--- config.mk ---
export PLATFORM = sky130hd
export DESIGN_NAME = bytecode_fetcher
export DESIGN_NICKNAME = d
export VERILOG_FILES = /design/src/rtl/bytecode_fetcher.sv
export SDC_FILE = /design/constraint.sdc
export NUM_CORES = 1
export LEC_CHECK = 0
export BUFFER_PORTS_ARGS = -buffer_cell sky130_fd_sc_hd__buf_2
export CORE_MARGIN = 3
export CORE_UTILIZATION = 40
export DETAILED_ROUTE_END_ITERATION = 8
export SKIP_LAST_GASP = 1
export SYNTH_ARGS = -nofsm -noshare
export SYNTH_HDL_FRONTEND = slang
export SYNTH_SLANG_ARGS = --single-unit
--- constraint.sdc ---
create_clock -name clk -period 2.47 [get_ports clk]
set_input_delay 0.494 -clock clk [delete_from_list [all_inputs] [get_ports clk]]
set_output_delay 0.494 -clock clk [all_outputs]
set_load 0.01 [all_outputs]
--- src/rtl/bytecode_fetcher.sv ---
// Bytecode fetcher: reads 1- or 2-byte instructions from program memory and issues them to a
// decoder with a start/ready handshake. Define BYTECODE_FETCHER_ACK_TIMEOUT_EN for the ack timeout.
module bytecode_fetcher #(
  parameter int unsigned ByteW      = 8,
  parameter int unsigned AddrW      = 16,
  parameter int unsigned AckTimeout = 16
) (
  input  logic               clk,
  input  logic               reset,
  input  logic               run,
  input  logic               pc_load,
  input  logic [AddrW-1:0]   pc_value,
  output logic               mem_read,
  output logic [AddrW-1:0]   mem_addr,
  input  logic               mem_valid,
  input  logic [ByteW-1:0]   mem_data,
  output logic [2*ByteW-1:0] instruction_out,
  output logic               start,
  input  logic               ready,
  output logic [AddrW-1:0]   pc,
  output logic               busy,
  output logic               halted,
  output logic               error
);

  if (AckTimeout == 0) begin : g_bad_timeout
    $error("AckTimeout must be at least 1");
  end

  typedef enum logic [2:0] {
    StIdle,
    StFetchOp,
    StFetchArg,
    StIssue,
    StWaitAck,
    StWaitDone,
    StHalt
  } state_e;

  localparam logic [ByteW-1:0] OpHaltA = ByteW'(8'hAC);
  localparam logic [ByteW-1:0] OpHaltB = ByteW'(8'hAF);

  state_e             state_q, state_d;
  logic [AddrW-1:0]   pc_q, pc_d;
  logic [ByteW-1:0]   op_q, op_d;
  logic [2*ByteW-1:0] instr_q, instr_d;
  logic               mem_two_byte;
  logic               issued_halt;

  assign mem_two_byte = mem_data inside {ByteW'(8'h10), ByteW'(8'h15), ByteW'(8'h16),
                                         ByteW'(8'h18), ByteW'(8'h19)};
  assign issued_halt  = instr_q[2*ByteW-1 -: ByteW] inside {OpHaltA, OpHaltB};

`ifdef BYTECODE_FETCHER_ACK_TIMEOUT_EN
  localparam int unsigned CntW = $clog2(AckTimeout + 1);

  logic [CntW-1:0] ack_cnt_q, ack_cnt_d;
  logic            error_q, error_d;

  // Counts WAIT_ACK cycles in which the decoder still reports idle.
  assign ack_cnt_d = (state_q == StWaitAck && ready) ? ack_cnt_q + CntW'(1) : '0;
  assign error     = error_q;

  always_ff @(posedge clk) begin
    if (reset) begin
      ack_cnt_q <= '0;
      error_q   <= 1'b0;
    end else begin
      ack_cnt_q <= ack_cnt_d;
      error_q   <= error_d;
    end
  end
`else
  assign error = 1'b0;
`endif

  always_comb begin
    state_d  = state_q;
    pc_d     = pc_q;
    op_d     = op_q;
    instr_d  = instr_q;
    start    = 1'b0;
    mem_read = 1'b0;
`ifdef BYTECODE_FETCHER_ACK_TIMEOUT_EN
    error_d  = error_q;
`endif
    unique case (state_q)
      StIdle: begin
        if (pc_load) begin
          pc_d = pc_value;
        end else if (run) begin
          state_d = StFetchOp;
        end
      end
      StFetchOp: begin
        mem_read = 1'b1;
        if (mem_valid) begin
          pc_d = pc_q + AddrW'(1);
          op_d = mem_data;
          if (mem_two_byte) begin
            state_d = StFetchArg;
          end else begin
            instr_d = {mem_data, {ByteW{1'b0}}};
            state_d = StIssue;
          end
        end
      end
      StFetchArg: begin
        mem_read = 1'b1;
        if (mem_valid) begin
          pc_d    = pc_q + AddrW'(1);
          instr_d = {op_q, mem_data};
          state_d = StIssue;
        end
      end
      StIssue: begin
        if (ready) begin
          // Suppressed while reset is asserted so a reset cycle never leaks a strobe.
          start   = ~reset;
          state_d = StWaitAck;
        end
      end
      StWaitAck: begin
        if (!ready) begin
          state_d = StWaitDone;
        end
`ifdef BYTECODE_FETCHER_ACK_TIMEOUT_EN
        else if (ack_cnt_q == CntW'(AckTimeout - 1)) begin
          error_d = 1'b1;
          state_d = StHalt;
        end
`endif
      end
      StWaitDone: begin
        if (ready) begin
          if (issued_halt) begin
            state_d = StHalt;
          end else if (run) begin
            state_d = StFetchOp;
          end else begin
            state_d = StIdle;
          end
        end
      end
      StHalt: begin
        if (pc_load) begin
          pc_d    = pc_value;
          state_d = StIdle;
        end
      end
      default: state_d = StIdle;
    endcase
  end

  always_ff @(posedge clk) begin
    if (reset) begin
      state_q <= StIdle;
      pc_q    <= '0;
      op_q    <= '0;
      instr_q <= '0;
    end else begin
      state_q <= state_d;
      pc_q    <= pc_d;
      op_q    <= op_d;
      instr_q <= instr_d;
    end
  end

  assign mem_addr        = pc_q;
  assign pc              = pc_q;
  assign instruction_out = instr_q;
  assign busy            = !(state_q inside {StIdle, StHalt});
  assign halted          = (state_q == StHalt);

endmodule

==> results.yml <==
critical_path:
  path_delay_family: "flip-flops"
  rr_endpoint: "instruction_out[7]"
  worstReg2RegStart: "state_q[0]"
  r2r_cells: 6
  cp_max_fo: 16
  cp-start-kind: "flop"
  cpPeakStageDelay_ps: 680
  reg2reg_slack_ps: 320
  crit_type: "flop to primary output"
  slowest_stage: "dfxtp_1"
  path_buf_inv: 2
  end_kind: "primary output"
  arrival_ps: 1760
  path_cells: "clkinv_1 -> nor2_1 -> and4_1 -> buf_2"
  required_ps: 1980
cts:
  clkTransAtPathRegs_ps: 100
  postCtsSetupRepairBufs: 0
  cts_buffers: 5
  h-tree-depth: 2
  clkSinkCount: 43
  postCtsResizedCells: 0
  cts_hold_buf: 0
  clockBufferDepth: 2
  cts-root-buf: "clkbuf_8"
  cts_tree: "built"
  clk_latency_ps: 310
synthesis:
  synth_edf_count: 0
  ys_seq_elements: 43
  synth_nets: 358
  synth_seq_area_share_pct: 31.3
  synth_flop_cell: "dfxtp_1"
  synth.distinct_cells: 65
  synth.most_common_cell: "dfxtp_1"
  async_flop_share_pct: 0
  syn-cell-area_um2: 2750
  synth_top_cell_area_share_pct: 31.3
  synth_warnings: 0
  syn_inst: 327
  synthTopCellsByCount: "43 x dfxtp_1, 35 x nand2_1, 27 x a21oi_1"
  netlist_top_cells_area: "dfxtp_1 31%, mux2i_1 6.2%, a21oi_1 4.9%, nand2_1 4.8%, buf_4 4.6%"
  synth_area_leader_cell: "dfxtp_1"
  syn_area_per_cell_um2: 8.42
grt:
  grt_pass1_wl_mm: 12.2
  grt_pass1_vias: 2493
  grt_usage_pct: 19.6
  grt_remaining_overflow: 0
  grt_start_max_net_pins: 20
  antenna_found_initial: 0
floorplan:
  core_area_um2: 6490
  initial_core_util_pct: 42.4
  die_w_um: 89.0
  num_rows: 29
  io_pins: 83
  fp.dieH_um: 89.0
  fp.dieArea_um2: 7910
timing:
  layout_min_cycle_time_ps: 2250
  relSlewSlack_pct: 63.0
  worst_slew_pin_slew_ps: 554
  timing.final.crit_share_pct: 91.2
  hold_viol_final: 0
  holdWs_ps: 439
  worst_slack_ps: 218
  skew_ps: 10.1
  rsz0062_at_grt: "false"
  max_freq_ghz: 0.444
  finalSetupTns_ps: 0
  report.final.slew_viol_count: 0
  setup_violations: 0
detailed_routing:
  vias: 2640
  dr.pass1.iters: 4
  wire_per_inst_um: 16.1
  viasPerCell: 5.64
  ant_nets: 0
  drt_iter0_drc: 116
  drc_errors: 0
  routed_wl_mm: 7.53
cells_and_area:
  diodes: 0
  area_delta_synth_final_pct: 16.0
  final_util_pct: 49.2
  nets: 421
  drive_gt1_share_pct: 31.5
min_path:
  hp-class: "input port to flop"
  holdPathEnd: "op_q[5]"
  hold_depth: 3
  holdCritStartpoint: "mem_data[5]"
power_and_ir_drop:
  power_density_nw_per_um2: 984
  ir_drop_mv: 0.305
  power_leakage_uw: 0.00139
flow_run:
  drv_cap: 0
placement:
  gp_congestion: 0.797
  place_hpwl_mm: 5.35
  place_ws_ps: 358
  port-buffer-count: 81
status:
  status: "finished, final reports clean"
-- power breakdown --
| group | switching (uW) | internal [uW] | leakage, uW |
|---|---|---|---|
| sequential | 210 | 854 | 0.000350 |
| combinational | 894 | 683 | 0.000987 |
| clock | 294 | 209 | 0.0000491 |
| total | 1400 | 1750 | 0.00139 |
-- worst max path at each step --
stage                     startpoint                 end  slack, ps  cells past startpoint
after floorplan           state_q[0]               start        570                      5
after global placement    state_q[0]         mem_addr[1]        400                      5
after detailed placement  state_q[0]  instruction_out[2]        360                      6
after CTS                 state_q[0]               start        230                      4
after global routing      state_q[0]               start         90                      4
final                     state_q[0]               start        220                      4
-- per-stage QoR --
| stage | area (um^2) | power [uW] | instances |
|---|---|---|---|
| after global routing | 3190 | 3400 | 468 |
| after detailed placement | 3100 | 2660 | 460 |
| after global placement | 3100 | 2650 | 460 |
| final | 3190 | 3140 | 468 |
| after CTS | 3190 | 3170 | 468 |
| after floorplan | 2750 | 2260 | 327 |
-- flip-flops by register name (all words and copies together), names as in the netlist --
name and count:
state_q 3, op_q 8, instruction_out 16, mem_addr 16
-- worst register-to-register path, delay by kind of cell, from the launching register on --
| family | cells | cell delay (ps) |
|---|---|---|
| flip-flops | 1 | 680 |
| multiplexers | 1 | 210 |
| AND/OR/NAND/NOR | 2 | 250 |
| AO/OA/AOI/OAI | 1 | 390 |
| buffers and inverters | 2 | 540 |
-- metal layers --
metal / wire length [um] / up-vias / GRT usage [%] / part of all wire [%]
met5: 0 / - / 0 / 0
met4: 98 / 0 / 5.41 / 1.3
met3: 359 / 10 / 4.33 / 4.8
met2: 3460 / 60 / 30.8 / 46
met1: 3610 / 1259 / 27.1 / 48
li1: - / 1311 / - / -
-- cell type report --
cell class | instances | area, um^2
fill | 655 | 3300
multi-input combinational | 235 | 1590
sequential | 43 | 861
timing repair buffer | 95 | 510
tap | 77 | 96.3
clock buffer | 5 | 68.8
inverter | 10 | 37.5
clock inverter | 3 | 26.3
-- layout by cell type, fill, tap and decap left out, types with 2 or more instances in the layout --
cell and n:
nor2b_1 11, clkbuf_8 5, o32ai_1 4, mux2i_1 17, a22o_1 3, o31a_1 2, inv_1 8, nand4_1 4
a211oi_1 7, a311oi_1 2, a211o_1 4, clkinv_1 2, o21ai_0 14, a21oi_1 27, mux2_4 3, nand2_1 35
inv_6 2, a2111oi_0 2, mux2_2 7, nor3_1 3, xnor2_1 3, nand3b_1 2, a22oi_1 3, a21bo_1 2
nor4b_1 3, and3_1 4, dfxtp_1 43, a31oi_1 3, nand2b_1 4, nor2_1 17, a32o_1 2, nand3_1 13
o21bai_1 2, nor4_1 2, o22ai_1 5, buf_4 14, buf_2 81
-- cell families after synthesis --
logic type | Yosys count | synth area share (%)
simple gates | 109 | 21.5
compound gates | 93 | 23.6
buf+inv | 49 | 10.9
flops | 43 | 31.3
mux | 27 | 10.7
xor+xnor | 4 | 1.55
fa+ha+maj | 1 | 0.454
other cells | 1 | 0.136
Note: power is estimated with default switching activity, not from simulation.
